**src/rtl/dot_accum_requant_if.sv**
```systemverilog
// Bundle of the datapath, config and output handshake signals for dot_accum_requant.
// master drives partials, config and out_ready; slave (the block) drives results and status.
interface dot_accum_requant_if #(
    parameter int IWIDTH = 32,
    parameter int AWIDTH = 48,
    parameter int OWIDTH = 8,
    parameter int CWIDTH = 8
);
    logic signed [IWIDTH-1:0] in_data;
    logic                     in_valid;
    logic        [CWIDTH-1:0] num_chunks;
    logic signed [AWIDTH-1:0] bias;
    logic        [4:0]        shift;
    logic                     relu_en;
    logic signed [OWIDTH-1:0] out_data;
    logic                     out_valid;
    logic                     out_ready;
    logic        [CWIDTH-1:0] chunk_idx;
    logic                     ovf_err;

    modport master (
        output in_data, in_valid, num_chunks, bias, shift, relu_en, out_ready,
        input  out_data, out_valid, chunk_idx, ovf_err
    );

    modport slave (
        input  in_data, in_valid, num_chunks, bias, shift, relu_en, out_ready,
        output out_data, out_valid, chunk_idx, ovf_err
    );
endinterface

```
**src/rtl/dot_accum_requant.sv**
```systemverilog
// Accumulates signed partial dot products into elements, adds bias, rounds/shifts,
// optional ReLU, saturates. Ports: clk, rst_n (sync, active-low), bus (slave modport).
module dot_accum_requant #(
    parameter int IWIDTH = 32,
    parameter int AWIDTH = 48,
    parameter int OWIDTH = 8,
    parameter int CWIDTH = 8
) (
    input logic               clk,
    input logic               rst_n,
    dot_accum_requant_if.slave bus
);
    localparam logic signed [AWIDTH:0] ONE = {{AWIDTH{1'b0}}, 1'b1};
    localparam logic signed [AWIDTH:0] OMAX = {{(AWIDTH-OWIDTH+2){1'b0}}, {(OWIDTH-1){1'b1}}};
    localparam logic signed [AWIDTH:0] OMIN = ~OMAX;
    localparam logic [OWIDTH-1:0] OMAX_O = {1'b0, {(OWIDTH-1){1'b1}}};
    localparam logic [OWIDTH-1:0] OMIN_O = ~OMAX_O;

    logic signed [AWIDTH-1:0] acc;
    logic        [CWIDTH-1:0] cnt;
    logic        [CWIDTH-1:0] cap_n;
    logic signed [AWIDTH-1:0] cap_bias;
    logic        [4:0]        cap_shift;
    logic                     cap_relu;
    logic                     done_q;

    logic                     s1_valid;
    logic signed [AWIDTH-1:0] s1_sum;
    logic        [4:0]        s1_shift;
    logic                     s1_relu;

    logic signed [OWIDTH-1:0] out_q;
    logic                     out_valid_q;
    logic                     ovf_q;

    logic                     first;
    logic        [CWIDTH-1:0] eff_n;
    logic        [CWIDTH:0]   next_cnt;
    logic                     done;
    logic signed [AWIDTH-1:0] ext;

    logic signed [AWIDTH:0]   s_ext;
    logic signed [AWIDTH:0]   s_half;
    logic signed [AWIDTH:0]   s_rnd;
    logic signed [AWIDTH:0]   s_shr;
    logic signed [AWIDTH:0]   s_rel;
    logic signed [OWIDTH-1:0] s_sat;

    // Element length comes from the live input on the first partial,
    // from the captured value afterwards; zero means single-partial.
    always_comb begin
        first    = (cnt == '0);
        eff_n    = first ? bus.num_chunks : cap_n;
        next_cnt = {1'b0, cnt} + 1'b1;
        done     = (eff_n == '0) || (next_cnt == {1'b0, eff_n});
        ext      = {{(AWIDTH-IWIDTH){bus.in_data[IWIDTH-1]}}, bus.in_data};
    end

    // One extra bit of headroom so the rounding add cannot wrap.
    always_comb begin
        s_ext  = {s1_sum[AWIDTH-1], s1_sum};
        s_half = (s1_shift == 5'd0) ? '0 : (ONE << (s1_shift - 5'd1));
        s_rnd  = s_ext + s_half;
        s_shr  = s_rnd >>> s1_shift;
        s_rel  = (s1_relu && s_shr[AWIDTH]) ? '0 : s_shr;
        if (s_rel > OMAX) begin
            s_sat = OMAX_O;
        end else if (s_rel < OMIN) begin
            s_sat = OMIN_O;
        end else begin
            s_sat = s_rel[OWIDTH-1:0];
        end
    end

    always_ff @(posedge clk) begin
        if (!rst_n) begin
            acc         <= '0;
            cnt         <= '0;
            cap_n       <= '0;
            cap_bias    <= '0;
            cap_shift   <= '0;
            cap_relu    <= 1'b0;
            done_q      <= 1'b0;
            s1_valid    <= 1'b0;
            s1_sum      <= '0;
            s1_shift    <= '0;
            s1_relu     <= 1'b0;
            out_q       <= '0;
            out_valid_q <= 1'b0;
            ovf_q       <= 1'b0;
        end else begin
            done_q <= 1'b0;
            if (bus.in_valid) begin
                acc <= first ? ext : acc + ext;
                if (first) begin
                    cap_n     <= bus.num_chunks;
                    cap_bias  <= bus.bias;
                    cap_shift <= bus.shift;
                    cap_relu  <= bus.relu_en;
                end
                if (done) begin
                    cnt    <= '0;
                    done_q <= 1'b1;
                end else begin
                    cnt <= next_cnt[CWIDTH-1:0];
                end
            end

            // S1 reads acc/cap before a back-to-back first partial overwrites them.
            s1_valid <= done_q;
            if (done_q) begin
                s1_sum   <= acc + cap_bias;
                s1_shift <= cap_shift;
                s1_relu  <= cap_relu;
            end

            if (s1_valid) begin
                if (!out_valid_q || bus.out_ready) begin
                    out_q       <= s_sat;
                    out_valid_q <= 1'b1;
                end else begin
                    ovf_q <= 1'b1;
                end
            end else if (bus.out_ready) begin
                out_valid_q <= 1'b0;
            end
        end
    end

    assign bus.out_data  = out_q;
    assign bus.out_valid = out_valid_q;
    assign bus.chunk_idx = cnt;
    assign bus.ovf_err   = ovf_q;
endmodule

```
**src/flat_wrapper.sv**
```systemverilog
// flat-port wrapper written by rule: the top's interface ports become plain ports
module dot_accum_requant_flat 
#(
    parameter int IWIDTH = 32,
    parameter int AWIDTH = 48,
    parameter int OWIDTH = 8,
    parameter int CWIDTH = 8
)
  (clk, rst_n, bus_in_data, bus_in_valid, bus_num_chunks, bus_bias, bus_shift, bus_relu_en, bus_out_ready, bus_out_data, bus_out_valid, bus_chunk_idx, bus_ovf_err);
  dot_accum_requant_if #(.IWIDTH(IWIDTH), .AWIDTH(AWIDTH), .OWIDTH(OWIDTH), .CWIDTH(CWIDTH)) bus_i ();
  input logic clk;
  input logic rst_n;
  input wire logic [$bits(bus_i.in_data)-1:0] bus_in_data;
  input wire logic [$bits(bus_i.in_valid)-1:0] bus_in_valid;
  input wire logic [$bits(bus_i.num_chunks)-1:0] bus_num_chunks;
  input wire logic [$bits(bus_i.bias)-1:0] bus_bias;
  input wire logic [$bits(bus_i.shift)-1:0] bus_shift;
  input wire logic [$bits(bus_i.relu_en)-1:0] bus_relu_en;
  input wire logic [$bits(bus_i.out_ready)-1:0] bus_out_ready;
  output wire logic [$bits(bus_i.out_data)-1:0] bus_out_data;
  output wire logic [$bits(bus_i.out_valid)-1:0] bus_out_valid;
  output wire logic [$bits(bus_i.chunk_idx)-1:0] bus_chunk_idx;
  output wire logic [$bits(bus_i.ovf_err)-1:0] bus_ovf_err;
  assign bus_i.in_data = bus_in_data;
  assign bus_i.in_valid = bus_in_valid;
  assign bus_i.num_chunks = bus_num_chunks;
  assign bus_i.bias = bus_bias;
  assign bus_i.shift = bus_shift;
  assign bus_i.relu_en = bus_relu_en;
  assign bus_i.out_ready = bus_out_ready;
  assign bus_out_data = bus_i.out_data;
  assign bus_out_valid = bus_i.out_valid;
  assign bus_chunk_idx = bus_i.chunk_idx;
  assign bus_ovf_err = bus_i.ovf_err;
  dot_accum_requant #(.IWIDTH(IWIDTH), .AWIDTH(AWIDTH), .OWIDTH(OWIDTH), .CWIDTH(CWIDTH)) u_core (.clk(clk), .rst_n(rst_n), .bus(bus_i));
endmodule
```
**config.mk**
```make
export PLATFORM = sky130hd
export DESIGN_NAME = dot_accum_requant_flat
export DESIGN_NICKNAME = d
export VERILOG_FILES = /design/src/rtl/dot_accum_requant_if.sv /design/src/rtl/dot_accum_requant.sv /design/src/flat_wrapper.sv
export SDC_FILE = /design/constraint.sdc
export NUM_CORES = 1
export LEC_CHECK = 0
export ABC_AREA = 1
export CORE_MARGIN = 2
export CORE_UTILIZATION = 45
export CTS_BUF_LIST = sky130_fd_sc_hd__clkbuf_2
export CTS_CLUSTER_SIZE = 28
export DETAILED_ROUTE_END_ITERATION = 10
export SLEW_MARGIN = 20
export SYNTH_ARGS = -nofsm -noshare
export SYNTH_HDL_FRONTEND = slang
export SYNTH_SLANG_ARGS = --single-unit
```
**constraint.sdc**
```tcl
create_clock -name clk -period 4.6 [get_ports clk]
set_input_delay 1.38 -clock clk [delete_from_list [all_inputs] [get_ports clk]]
set_output_delay 1.38 -clock clk [all_outputs]
set_load 0.05 [all_outputs]
```
==> out/results.tsv <==
stage	metric	value	unit
clock_network	clock slew at reported path FFs	0.33	ns
logic_synthesis	Yosys reg bits	184	
setup_path	CP peak stage delay	0.45	ns
status	status	finished clean	
clock_network	clk buf depth	2	
detailed_routing	Via Count	23396	
logic_synthesis	Synthesized Nets	3692	
detailed_routing	wire length per cell	17.77	um
logic_synthesis	synth unique cells	58	
clock_network	H-tree levels	4	
sta	Pins Over Slew Limit	0	
power_and_ir_drop	Lkg Pwr	12.48	nW
global_routing	initial antenna violation count	2	
power_and_ir_drop	pwr/cell area	180.9	nW/um^2
setup_path	Startpoint Class	flop	
setup_path	Max FO, Critical Path	7	
finish	footprint of the multi-input gates	15680	sq um
setup_path	Worst EP required	5.49	ns
finish	NumNets Final	3916	
place	Port Buf Inserts	115	
finish	layout cells sized above 1	20.51	%
sta	Max Clk Rate	223.2	MHz
sta	Final Hold Viols	0	
detailed_routing	drt total wl	76210	um
finish	Filler cells	4456	
clock_network	hold buffer count at cts	0	
logic_synthesis	synth top area cells	dfxtp_1, nand2_1, nand3_1	
global_routing	GRT overflow	0	
detailed_routing	DRT Pass-1 Iters	9	
logic_synthesis	most area-hungry cell type in the Yosys netlist	dfxtp_1	
logic_synthesis	post-synthesis area per instance	5.719	sq um
sta	final setup fails	0	
power_and_ir_drop	Peak VDD IR	0.1831	mV
sta	clock skew	0.04872	ns
die	die area	45710	sq um
finish	synthesis-to-layout area growth	26.08	%
sta	RSZ-0062 raised after global routing	yes	
sta	worst hold slack	0.4756	ns
sta	crit path time final	4.480	ns
place	post-DP HPWL	61110	um
die	# rows	76	
setup_path	Arr. time, crit path	5.37	ns
place	GPL Wtd Cong	1.076	
logic_synthesis	post-synthesis cell count	3463	
die	core area	43270	sq um
sta	Worst slew margin	36.54	%
die	Chip Width	213.8	um
clock_network	Num CTS Buffers	17	
finish	Reg area	3696	sq um
logic_synthesis	Synth Cell Area	19810	sq um
sta	period utilisation layout	97.39	%
global_routing	vias in the first global route	22203	
global_routing	global-route wire length before repair	117500	um
logic_synthesis	Seq/Total Area, Yosys	18.60	%
detailed_routing	routed vias/inst	5.456	
clock_network	root buffer cell	clkbuf_2	
clock_network	TritonCTS clock tree	built	
sta	TNS Setup	0	ns
die	Die Height	213.8	um
clock_network	clock sink count	184	
sta	Slew @ Worst Pin	0.9519	ns
detailed_routing	remaining antenna violation count	0	
detailed_routing	DRC viols	0	
run	max cap viols	0	
die	Starting Density	45.78	%
min_path	worst hold path class	reg -> reg	
logic_synthesis	Synth Warn #	0	
detailed_routing	1st-iter DRT viols	1768	
logic_synthesis	post-synth top area share	18.60	%
clock_network	worst skew pair latency	0.90	ns
setup_path	CP max-delay cell	dfxtp_4	
setup_path	CP Class	reg -> reg	
setup_path	Worst setup EP type	flop	
die	# IOs	116	
setup_path	most used cell, CP	nand2_2	
setup_path	R2R Setup Slk	0.12	ns
power_and_ir_drop	total power draw	4.518	mW
global_routing	largest net degree at the start of global routing	69	
global_routing	GRT Overall Usage	32.87	%
==> worst max-delay path: cells and delay by family (launching register included) <==
kind	cells	cell delay, ns
adder cells (fa/ha/maj)	1	0.29
buffers and inverters	8	0.72
flip-flops	1	0.45
AND/OR/NAND/NOR	29	2.98
==> power breakdown <==
part	internal, mW	switching, mW	leakage, nW
combinational	0.701	1.09	10.8
sequential	1.71	0.108	1.51
clock	0.234	0.676	0.150
==> path summary, 6_finish.rpt <==
| kind | cells past startpoint | end | startpoint |
|---|---|---|---|
| hold / removal | 2 | u_core.bus.ovf_err$_SDFFE_PN0P_ | u_core.bus.ovf_err$_SDFFE_PN0P_ |
| setup reg to reg | 38 | u_core.bus.out_data[1]$_SDFFE_PN0P_ | u_core.s1_shift[1]$_SDFFE_PN0P_ |
| hold reg to reg | 2 | u_core.bus.ovf_err$_SDFFE_PN0P_ | u_core.bus.ovf_err$_SDFFE_PN0P_ |
| setup / recovery | 38 | u_core.bus.out_data[1]$_SDFFE_PN0P_ | u_core.s1_shift[1]$_SDFFE_PN0P_ |
==> synthesized netlist by cell type, drive strengths merged <==
cell type	number
a221oi	1
dfxtp	184
a21o	5
nand4	28
fa	3
inv	474
o22ai	1
nor3b	1
a21oi	237
or2	18
nor2	453
o21a	14
a21boi	13
o21bai	5
o221ai	4
a22oi	2
o2111ai	2
clkinv	1
nor4	4
xnor2	34
nand3	533
dlygate4sd3	1
o21ai	198
buf	51
nor3	17
ha	128
nand2	846
a31oi	42
nand3b	5
xor2	44
conb	1
and2	3
clkbuf	73
mux2i	7
o211ai	27
a211oi	1
a21bo	1
o221a	1
==> repair_timing <==
action	CTS	global route
gates resized for setup	20	464
setup endpoints to repair	7	7
pin swaps	1	149
buffers inserted	0	15
==> state kept, by name (all words and copies together), names as in the netlist <==
register	count
u_core.s1_shift	5
u_core.acc	48
u_core.s1_valid	1
u_core.bus.ovf_err	1
u_core.s1_relu	1
u_core.cap_n	8
u_core.bus.out_data	8
u_core.cap_shift	5
u_core.cap_bias	48
u_core.done_q	1
u_core.bus.out_valid	1
u_core.s1_sum	48
u_core.cap_relu	1
u_core.bus.chunk_idx	8
==> area by class of cell <==
cell class,instances,area share (%)
Multi-Input combinational cell,2679,62.78
Sequential cell,184,14.80
Timing Repair Buffer,330,11.21
Inverter,475,7.205
Tap cell,585,2.931
Clock inverter,15,0.7015
Clock buffer,17,0.3407
Antenna cell,3,0.03006
==> kinds of logic after synthesis <==
logic type | share of synthesized area, %
XOR/XNOR | 3.449
multiplexers | 0.3538
buffers and inverters | 12.02
adder cells (fa/ha/maj) | 8.390
flip-flops | 18.60
other | 0.01893
AO/OA/AOI/OAI | 15.42
AND/OR/NAND/NOR | 41.75
==> metrics by stage <==
stage	cell area (sq um)	util (%)	worst slack, ns	std cells
after floorplan	19810	-	0.4234	3463
after global placement	22620	52.28	-0.4747	4238
after detailed placement	22620	52.29	-0.4977	4238
after CTS	22960	53.06	0.03128	4270
after global routing	24970	57.70	-0.1397	4286
final	24970	57.72	0.1200	4288
==> metal layers <==
layer	global-route usage [%]	wire length (um)	vias up	part of all wire, %
li1	-	-	11776	-
met1	40.46	32200	10753	42
met2	57.12	36510	688	48
met3	3.925	3686	179	4.8
met4	15.47	3817	0	5.0
met5	0	0	-	0
==> layout by cell type, fill, tap and decap left out, drive strengths merged, types with 2 or more instances in the layout <==
| cell | n |
|---|---|
| ha | 128 |
| nor3 | 17 |
| nor4 | 4 |
| nand2 | 846 |
| nor2 | 453 |
| dfxtp | 184 |
| inv | 483 |
| a21o | 5 |
| clkdlybuf4s50 | 114 |
| a31oi | 42 |
| a21oi | 237 |
| o2111ai | 2 |
| nand3b | 5 |
| mux2i | 7 |
| diode | 3 |
| and2 | 3 |
| o21a | 14 |
| clkbuf | 17 |
| fa | 3 |
| clkinvlp | 2 |
| buf | 216 |
| nand4 | 28 |
| or2 | 18 |
| a22oi | 2 |
| a21boi | 13 |
| o211ai | 27 |
| nand3 | 533 |
| xor2 | 44 |
| o221ai | 4 |
| clkinv | 4 |
| o21ai | 198 |
| o21bai | 5 |
| xnor2 | 34 |
Note: power is estimated with default switching activity, not from simulation.
